$ cat src/rtl/if_fetch_unit_pkg.sv
`default_nettype none
// ============================================================================
//  Module      : if_fetch_unit_pkg
//  Description : Shared constants and types for the instruction fetch stage.
//  Revision    : 1.0 - initial release
// ============================================================================
package if_fetch_unit_pkg;

    localparam int          c_XLEN             = 32;
    localparam logic [31:0] c_NOP_INSTR        = 32'h0000_0013;
    localparam logic [31:0] c_RESET_PC_DEFAULT = 32'h0000_0000;

    // One buffered fetch: instruction word tagged with its address.
    typedef struct packed {
        logic [c_XLEN-1:0] pc;
        logic [c_XLEN-1:0] instr;
    } fetch_entry_t;

    typedef enum logic [1:0] {
        DEC_BUBBLE = 2'd0,
        DEC_HOLD   = 2'd1,
        DEC_POP    = 2'd2
    } dec_sel_e;

endpackage
`default_nettype wire

$ cat src/rtl/if_fetch_unit_fetch_fifo.sv
`default_nettype none
// ============================================================================
//  Module      : if_fetch_unit_fetch_fifo
//  Description : Small synchronous FIFO holding {pc, instr} fetch entries.
//  Revision    : 1.0 - initial release
// ============================================================================
module if_fetch_unit_fetch_fifo #(
    parameter int DEPTH = 2,
    parameter int WIDTH = 64
) (
    input  logic                     clk,
    input  logic                     rst,
    input  logic                     push,
    input  logic [WIDTH-1:0]         push_data,
    input  logic                     pop,
    input  logic                     flush,
    output logic [WIDTH-1:0]         head_data,
    output logic [$clog2(DEPTH):0]   cnt,
    output logic                     full,
    output logic                     empty
);

    localparam int                c_AW   = $clog2(DEPTH);
    localparam logic [c_AW:0]     c_FULL = (c_AW + 1)'(DEPTH);

    logic [WIDTH-1:0] r_mem [DEPTH];
    logic [c_AW-1:0]  r_wr_ptr;
    logic [c_AW-1:0]  r_rd_ptr;
    logic [c_AW:0]    r_cnt;

    always_ff @(posedge clk) begin
        if (push) begin
            r_mem[r_wr_ptr] <= push_data;
        end
    end

    // DEPTH is a power of two, so the pointers wrap naturally.
    always_ff @(posedge clk) begin
        if (rst || flush) begin
            r_wr_ptr <= '0;
            r_rd_ptr <= '0;
            r_cnt    <= '0;
        end else begin
            if (push) begin
                r_wr_ptr <= r_wr_ptr + 1'b1;
            end
            if (pop) begin
                r_rd_ptr <= r_rd_ptr + 1'b1;
            end
            r_cnt <= r_cnt + (c_AW + 1)'(push) - (c_AW + 1)'(pop);
        end
    end

    assign head_data = r_mem[r_rd_ptr];
    assign cnt       = r_cnt;
    assign full      = (r_cnt == c_FULL);
    assign empty     = (r_cnt == '0);

    a_no_underflow: assert property (@(posedge clk) disable iff (rst) !(pop && empty));

endmodule
`default_nettype wire

$ cat src/rtl/if_fetch_unit.sv
`default_nettype none
// ============================================================================
//  Module      : if_fetch_unit
//  Description : Fetch stage - issues in-order imem requests, buffers words,
//                feeds the decode register, handles stall and redirect.
//  Revision    : 1.0 - initial release
// ============================================================================
module if_fetch_unit
    import if_fetch_unit_pkg::*;
#(
    parameter logic [31:0] RESET_PC   = c_RESET_PC_DEFAULT,
    parameter int          FIFO_DEPTH = 2,
    parameter int          MAX_OUTST  = 2
) (
    input  logic        clk,
    input  logic        rst,
    output logic        imem_req_valid,
    input  logic        imem_req_ready,
    output logic [31:0] imem_req_addr,
    input  logic        imem_rsp_valid,
    input  logic [31:0] imem_rsp_data,
    input  logic        redirect_valid,
    input  logic [31:0] redirect_pc,
    input  logic        stall_D,
    output logic [31:0] instruction_D,
    output logic [31:0] pc_D,
    output logic        valid_D
);

    localparam int              c_CW        = $clog2(FIFO_DEPTH) + 1;
    localparam logic [c_CW:0]   c_DEPTH_SUM = (c_CW + 1)'(FIFO_DEPTH);
    localparam logic [c_CW-1:0] c_MAX_OUTST = c_CW'(MAX_OUTST);

    logic [31:0]     r_fetch_pc;
    logic [31:0]     r_rsp_pc;
    logic [c_CW-1:0] r_outst;
    logic [c_CW-1:0] r_drop;
    logic [31:0]     r_instr_d;
    logic [31:0]     r_pc_d;
    logic            r_valid_d;

    logic [31:0]     w_target_pc;
    logic [c_CW:0]   w_credit_used;
    logic            w_accept;
    logic            w_push;
    logic            w_pop;
    logic [c_CW-1:0] w_fifo_cnt;
    logic            w_fifo_full;
    logic            w_fifo_empty;
    fetch_entry_t    w_push_entry;
    fetch_entry_t    w_head_entry;
    logic [63:0]     w_head_bits;
    dec_sel_e        w_dec_sel;

    assign w_target_pc   = redirect_pc & ~32'h3;
    // Words in flight plus words buffered may never exceed the buffer size.
    assign w_credit_used = {1'b0, r_outst} + {1'b0, w_fifo_cnt};

    assign imem_req_valid = !rst && !redirect_valid &&
                            (w_credit_used < c_DEPTH_SUM) && (r_outst < c_MAX_OUTST);
    assign imem_req_addr  = r_fetch_pc;
    assign w_accept       = imem_req_valid && imem_req_ready;

    // A response in the redirect cycle belongs to the old path and is discarded.
    assign w_push       = imem_rsp_valid && (r_drop == '0) && !redirect_valid;
    assign w_push_entry = '{pc: r_rsp_pc, instr: imem_rsp_data};

    always_ff @(posedge clk) begin
        if (rst) begin
            r_fetch_pc <= RESET_PC;
            r_rsp_pc   <= RESET_PC;
            r_outst    <= '0;
            r_drop     <= '0;
        end else begin
            r_outst <= r_outst + c_CW'(w_accept) - c_CW'(imem_rsp_valid);
            if (redirect_valid) begin
                r_fetch_pc <= w_target_pc;
                r_rsp_pc   <= w_target_pc;
                r_drop     <= r_outst - c_CW'(imem_rsp_valid);
            end else begin
                if (w_accept) begin
                    r_fetch_pc <= r_fetch_pc + 32'd4;
                end
                if (w_push) begin
                    r_rsp_pc <= r_rsp_pc + 32'd4;
                end
                if (imem_rsp_valid && (r_drop != '0)) begin
                    r_drop <= r_drop - 1'b1;
                end
            end
        end
    end

    if_fetch_unit_fetch_fifo #(
        .DEPTH (FIFO_DEPTH),
        .WIDTH ($bits(fetch_entry_t))
    ) u_fetch_fifo (
        .clk       (clk),
        .rst       (rst),
        .push      (w_push),
        .push_data (w_push_entry),
        .pop       (w_pop),
        .flush     (redirect_valid),
        .head_data (w_head_bits),
        .cnt       (w_fifo_cnt),
        .full      (w_fifo_full),
        .empty     (w_fifo_empty)
    );

    assign w_head_entry = fetch_entry_t'(w_head_bits);

    always_comb begin
        w_dec_sel = DEC_BUBBLE;
        if (redirect_valid) begin
            w_dec_sel = DEC_BUBBLE;
        end else if (stall_D) begin
            w_dec_sel = DEC_HOLD;
        end else if (!w_fifo_empty) begin
            w_dec_sel = DEC_POP;
        end
    end

    assign w_pop = (w_dec_sel == DEC_POP);

    always_ff @(posedge clk) begin
        if (rst) begin
            r_instr_d <= c_NOP_INSTR;
            r_pc_d    <= 32'h0;
            r_valid_d <= 1'b0;
        end else begin
            case (w_dec_sel)
                DEC_POP: begin
                    r_instr_d <= w_head_entry.instr;
                    r_pc_d    <= w_head_entry.pc;
                    r_valid_d <= 1'b1;
                end
                DEC_HOLD: begin
                    r_instr_d <= r_instr_d;
                    r_pc_d    <= r_pc_d;
                    r_valid_d <= r_valid_d;
                end
                default: begin
                    r_instr_d <= c_NOP_INSTR;
                    r_valid_d <= 1'b0;
                end
            endcase
        end
    end

    assign instruction_D = r_instr_d;
    assign pc_D          = r_pc_d;
    assign valid_D       = r_valid_d;

    a_no_overflow:  assert property (@(posedge clk) disable iff (rst) !(w_push && w_fifo_full));
    a_rsp_credited: assert property (@(posedge clk) disable iff (rst) !(imem_rsp_valid && (r_outst == '0)));

endmodule
`default_nettype wire

$ cat config.mk
export PLATFORM = sky130hd
export DESIGN_NAME = if_fetch_unit
export DESIGN_NICKNAME = d
export VERILOG_FILES = /design/src/rtl/if_fetch_unit_pkg.sv /design/src/rtl/if_fetch_unit_fetch_fifo.sv /design/src/rtl/if_fetch_unit.sv
export SDC_FILE = /design/constraint.sdc
export NUM_CORES = 1
export LEC_CHECK = 0
export ABC_CLOCK_PERIOD_IN_PS = 4230
export BUFFER_PORTS_ARGS = -buffer_cell sky130_fd_sc_hd__buf_2
export CAP_MARGIN = 40
export CORE_MARGIN = 5
export CORE_UTILIZATION = 53
export CTS_BUF_LIST = sky130_fd_sc_hd__clkbuf_8
export CTS_CLUSTER_DIAMETER = 40
export DETAILED_ROUTE_END_ITERATION = 6
export PLACE_DENSITY = 0.86
export SLEW_MARGIN = 20
export SYNTH_ARGS = -nofsm -noshare
export SYNTH_HDL_FRONTEND = slang
export SYNTH_SLANG_ARGS = --single-unit
$ cat constraint.sdc
create_clock -name clk -period 4.23 [get_ports clk]
set_input_delay 0.846 -clock clk [delete_from_list [all_inputs] [get_ports clk]]
set_output_delay 0.846 -clock clk [all_outputs]
set_load 0.02 [all_outputs]
==> results.sh, run 1 <==
export IMPL_status="completed"
export IMPL_syn_area_per_cell_um2=11.8
export IMPL_relSlewSlack_pct=48.6
export IMPL_hold_path_class="reg -> reg"
export IMPL_die_x_um=150
export IMPL_drt_first_iter_violations=512
export IMPL_cpMostUsedCell="and2_1"
export IMPL_grt_max_degree=77
export IMPL_crit_path_cell_trace="and2_1, fa_1, nor4_4, and2_1, buf_2"
export IMPL_setup_violations=0
export IMPL_wl_per_cell_um=17.8
export IMPL_finalNetCount=1113
export IMPL_power_density_nw_per_um2=434
export IMPL_async_reset_ff_share_pct=0
export IMPL_max_freq_mhz=332
export IMPL_synth_distinct_cells=51
export IMPL_r2r_end="imem_req_addr[25]$_SDFFE_PP0P_"
export IMPL_cp_buffers_inverters=1
export IMPL_power_switching_w=0.00124
export IMPL_synth_flop_cell="dfxtp_1"
export IMPL_firstDrtPassIters=5
export IMPL_intPower_w=0.00407
export IMPL_netlist_instances=874
export IMPL_grt_pass1_vias=7360
export IMPL_wl_um=23600
export IMPL_layout_commonest_cell="buf_2"
export IMPL_clock_latency_ps=530
export IMPL_grt_first_pass_wirelength_um=37100
export IMPL_diodes=0
export IMPL_cts_root_buffer_cell="clkbuf_8"
export IMPL_critical_path_endpoint_type="output port"
export IMPL_cts_hold_buf=0
export IMPL_cts_resized=0
export IMPL_fin_crit_ps=3010
export IMPL_crit_start="r_outst[0]$_SDFF_PP0_"
export IMPL_ys_ff_latch=256
export IMPL_drv_cap=0
export IMPL_netlist_area_um2=10300
export IMPL_r2r_slack_ps=1470
export IMPL_hold_slack_ps=492
export IMPL_core_area_um2=19300
export IMPL_die_y_um=150
export IMPL_hpwl_um=15900
export IMPL_syn_to_final_growth_pct=18.3
export IMPL_path_delay_family="simple AND/OR/NAND/NOR gates"
export IMPL_ant_nets=0
export IMPL_dp_cells=1256
export IMPL_cp_max_fo=4
export IMPL_utilization_pct=63.3
export IMPL_cts_buffers=40
export IMPL_clock_path_buffers=3
export IMPL_grt_use_total_pct=20.8
export IMPL_num_vias=7309
export IMPL_reg2reg_depth=8
export IMPL_skew_ps=17.0
export IMPL_cpMaxStageDelayCell="fa_1"
export IMPL_worstPathArrival_ps=2170
export IMPL_drv_slew=0
export IMPL_r2r_start="r_outst[0]$_SDFF_PP0_"
export IMPL_io_buffers=161
export IMPL_mostFrequentLayoutCells="160 x buf_2, 131 x dfxtp_1, 124 x edfxtp_1"
export IMPL_p_sw_share_pct=23.4
export IMPL_critPathLaunchType="flip-flop"
export IMPL_design_die_area_um2=22400
export IMPL_grt_ovfl_total=0
export IMPL_worst_slew_pin_transition_ps=771
export IMPL_via_per_inst=5.50
export IMPL_yosysWarningCount=0
export IMPL_fin_crit_sh_pct=71.3
export IMPL_leakage_nw=4.52
export IMPL_final_cell_area_um2=12200
export IMPL_finalHoldViolCount=0
export IMPL_worstSetupEndpoint="imem_req_valid"
export IMPL_rsz0062_at_grt="false"
export IMPL_cp_required_ps=3380
export IMPL_path_class="reg -> out"
export IMPL_seq_area_frac_synth_pct=61.6
export IMPL_final_cells=1330
export IMPL_htreeDepth=2
export IMPL_ir_worst_vdd_mv=0.200
export IMPL_postCtsSetupBuffers=0
export IMPL_synth_edff_count=124
export IMPL_ios=168
export IMPL_start_util_pct=53.5
export IMPL_clk_pin_slew_ps=60
export IMPL_max_stage_delay_ps=490
export IMPL_place_gp_congestion=0.892
export IMPL_pwr_share_comb_pct=7.4
export IMPL_clock_power_share_pct=40.0
export IMPL_placed_cell_area_um2=11400
export IMPL_worst_path_stages=5
export IMPL_drcViolationCount=0
export IMPL_setup_tns_ps=0
export IMPL_tritoncts="built"
export IMPL_clkSinkCount=256
export IMPL_row_count=51
export IMPL_drive_gt1_share_pct=25.0
export IMPL_antenna_found_initial=0
export IMPL_seqPwrFrac_pct=52.5
## worst reg2reg max path, stage by stage, from the launching register on
cell     delay [ps]
dfxtp_1         320
and2_1          170
fa_1            490
nor4_4          290
and3_4          350
inv_4           130
or3_4           430
or3_1           350
a31oi_1         160
## sequential cells by signal (all words and copies together) (netlist names), named ones only
name / count
r_rsp_pc: 30
u_fetch_fifo.cnt: 2
pc_D: 30
instruction_D: 32
u_fetch_fifo.r_rd_ptr: 1
r_drop: 2
u_fetch_fifo.r_mem: 124
valid_D: 1
u_fetch_fifo.r_wr_ptr: 1
imem_req_addr: 30
r_outst: 2
## per-layer routing
layer	wire length, um	GRT usage [%]
met5	0	0
met4	568	7.09
met3	1420	4.18
met2	11300	34.1
met1	10300	27.9
## cells by family after synthesis
group                      count (synthesis)  share of synthesized area [%]
muxes                                     63                           6.45
and+or+nand+nor                          232                           11.3
AOI/OAI and AO/OA                        167                           11.1
other                                      1                         0.0363
adders and majority gates                  9                           1.16
xor gates and xnor gates                  58                           4.91
DFF                                      256                           61.6
buffers and inverters                     88                           3.46
## how the worst min path moves through the flow
stage                             startpoint                                   to  slack (ps)  cells after the start
2_1_floorplan       r_rsp_pc[8]$_SDFFE_PP0P_  u_fetch_fifo.r_mem[0][40]$_DFFE_PP_         420                      0
6_report           r_rsp_pc[31]$_SDFFE_PP0P_  u_fetch_fifo.r_mem[0][63]$_DFFE_PP_         490                      0
3_3_place_gp            valid_D$_SDFFE_PP0P_                 valid_D$_SDFFE_PP0P_         460                      2
3_5_place_dp   instruction_D[1]$_SDFFE_PP1P_        instruction_D[1]$_SDFFE_PP1P_         480                      2
4_1_cts                    imem_rsp_data[27]  u_fetch_fifo.r_mem[1][27]$_DFFE_PP_         480                      1
5_1_grt                    imem_rsp_data[23]  u_fetch_fifo.r_mem[0][23]$_DFFE_PP_         480                      1
## layout make-up
class                      count  area [um2]
clock buffer                  44         606
clock inverter                29         226
fill                        1449        7100
inverter                      31         119
multi-input combinational    533        3640
sequential                   256        6370
tap                          265         332
timing repair buffer         172         936
## Yosys cell counts, types with 19 or more instances
cell        n  area (um2)
mux2_2     29         327
edfxtp_1  124        3720
nor2_1     83         312
nand4_1    24         150
mux2i_1    34         340
xnor2_1    44         385
a22oi_1    31         233
a211oi_1   37         278
nand2_1    37         139
nor3_1     19        95.1
clkbuf_1   46         173
inv_1      30         113
a21boi_0   29         218
dfxtp_1   132        2640
a21oi_1    30         150
## power by group through the flow
stage                     clock network (W)  registers, W  logic [W]
after floorplan                           0       0.00285   0.000231
after global placement                    0       0.00283   0.000372
after detailed placement                  0       0.00284   0.000387
after CTS                           0.00216       0.00279   0.000392
after global routing                0.00230       0.00280   0.000430
final                               0.00212       0.00279   0.000394
## per-stage QoR
step	setup WS [ps]	power, W
3_5_place_dp	1230	0.00323
4_1_cts	1210	0.00534
6_report	1220	0.00531
2_1_floorplan	646	0.00308
5_1_grt	1120	0.00552
3_3_place_gp	1270	0.00321
Power figures use the tool's default switching activity.
==> inputs of run 2 (changes only) <==
ABC_CLOCK_PERIOD_IN_PS = 2450   (was 4230)
clock period = 2.45 ns   (was 4.23 ns; I/O delays follow)
==> results.sh, run 2 (synthesis results as in run 1) <==
export IMPL_critPathLaunchType="flip-flop"
export IMPL_drv_cap=0
export IMPL_wl_per_cell_um=18.0
export IMPL_cp_required_ps=1960
export IMPL_layout_commonest_cell="buf_2"
export IMPL_clkSinkCount=256
export IMPL_largest_reg_flops=124
export IMPL_fill_cells=1392
export IMPL_final_cells=1359
export IMPL_wl_um=24500
export IMPL_drv_slew=0
export IMPL_num_vias=7451
export IMPL_ir_worst_vdd_mv=0.444
export IMPL_skew_ps=29.0
export IMPL_hold_path_class="in -> reg"
export IMPL_design_die_area_um2=22400
export IMPL_path_delay_family="adder cells"
export IMPL_power_density_nw_per_um2=740
export IMPL_fin_crit_ps=2580
export IMPL_grt_pass1_vias=7564
export IMPL_grt_first_pass_wirelength_um=38800
export IMPL_drt_first_iter_violations=488
export IMPL_via_per_inst=5.48
export IMPL_worst_slew_pin_transition_ps=543
export IMPL_ant_nets=0
export IMPL_mostFrequentLayoutCells="159 x buf_2, 129 x dfxtp_1, 124 x edfxtp_1"
export IMPL_place_gp_congestion=0.849
export IMPL_tritoncts="built"
export IMPL_fin_crit_sh_pct=105
export IMPL_die_y_um=150
export IMPL_grt_max_degree=112
export IMPL_finalNetCount=1139
export IMPL_clock_path_buffers=3
export IMPL_clk_pin_slew_ps=70
export IMPL_cp_max_fo=2
export IMPL_path_class="reg -> out"
export IMPL_start_util_pct=53.5
export IMPL_io_buffers=161
export IMPL_ios=168
export IMPL_status="complete, but fails checks"
export IMPL_cpMostUsedCell="and2_4"
export IMPL_cts_root_buffer_cell="clkbuf_8"
export IMPL_cpMaxStageDelayCell="fa_2"
export IMPL_drive_gt1_share_pct=29.0
export IMPL_critical_path_endpoint_type="output port"
export IMPL_finalHoldViolCount=0
export IMPL_worst_slack_ps=-130
export IMPL_dp_cells=1273
export IMPL_antenna_found_initial=1
export IMPL_cts_hold_buf=0
export IMPL_top_register="u_fetch_fifo.r_mem"
export IMPL_relSlewSlack_pct=63.8
export IMPL_firstDrtPassIters=5
export IMPL_syn_to_final_growth_pct=22.4
export IMPL_violations="negative setup slack"
export IMPL_clock_latency_ps=540
export IMPL_drcViolationCount=0
export IMPL_placed_cell_area_um2=11600
export IMPL_grt_use_total_pct=21.6
export IMPL_max_stage_delay_ps=480
export IMPL_worstPathArrival_ps=2090
export IMPL_setup_tns_ps=-152
export IMPL_htreeDepth=2
export IMPL_row_count=51
export IMPL_final_cell_area_um2=12700
export IMPL_grt_ovfl_total=0
export IMPL_cp_buffers_inverters=2
export IMPL_core_area_um2=19300
export IMPL_cts_buffers=41
export IMPL_max_freq_mhz=388
export IMPL_crit_path_cell_trace="and2_4, fa_2, nor4_4, buf_4, and2_4, buf_6"
export IMPL_setup_violations=2
export IMPL_die_x_um=150
export IMPL_leakage_nw=4.75
export IMPL_hpwl_um=15900
export IMPL_rsz0062_at_grt="true"
-- run 2: changes by cell type in the layout (fill, tap and decap cells not counted), sizes merged --
cell | before | now
bufinv | 4 | 3
clkinv | 7 | 13
clkbuf | 44 | 48
diode | 0 | 1
inv | 47 | 41
buf | 172 | 197
-- run 2: path summary, 6_finish.rpt --
check                                  from                                   to  slack (ps)  cells after the start
max          u_fetch_fifo.cnt[0]$_SDFF_PP0_                       imem_req_valid        -130                      6
min reg2reg            valid_D$_SDFFE_PP0P_                 valid_D$_SDFFE_PP0P_         490                      2
max reg2reg  u_fetch_fifo.cnt[0]$_SDFF_PP0_       imem_req_addr[18]$_SDFFE_PP0P_         -20                     10
min                       imem_rsp_data[27]  u_fetch_fifo.r_mem[0][27]$_DFFE_PP_         150                      1
-- run 2: routing by layer --
metal | GRT usage (%) | share of wire [%]
met4 | 7.18 | 2.1
met1 | 28.4 | 41
met3 | 4.78 | 7.0
met5 | 0 | 0
met2 | 35.5 | 49
-- run 2: layout make-up --
type,count,area [um2],area share (%)
multi-input cells,533,3770,29.8
well taps,265,332,2.62
repair buffers,197,1190,9.38
inverters,31,121,0.959
clock inverters,28,211,1.67
clock buffers,48,661,5.22
flip-flops and latches,256,6370,50.4
diodes,1,2.50,0.0198
-- run 2: repair_timing --
| action | in CTS | in global routing |
|---|---|---|
| endpoints found under the setup margin | 3 | 17 |
| setup buffers | 6 | 4 |
| gates resized for setup | 11 | 28 |
| pin swaps | 6 | 7 |
-- run 2: report_power, final --
group          total (W)  internal, W  switching (W)
Clock            0.00380      0.00213        0.00167
Combinational   0.000751     0.000317       0.000434
Sequential       0.00481      0.00467       0.000144
Total            0.00936      0.00711        0.00225
-- run 2: stage by stage --
stage | setup slack, ps | total power [W] | util (%) | hold slack [ps]
5_1_grt | -223 | 0.00972 | 65.5 | 123
3_3_place_gp | 31.3 | 0.00557 | 59.8 | 462
3_5_place_dp | -5.43 | 0.00560 | 59.8 | 470
6_report | -130 | 0.00936 | 65.5 | 152
2_1_floorplan | -5.03 | 0.00532 | - | 424
4_1_cts | -134 | 0.00938 | 64.7 | 120
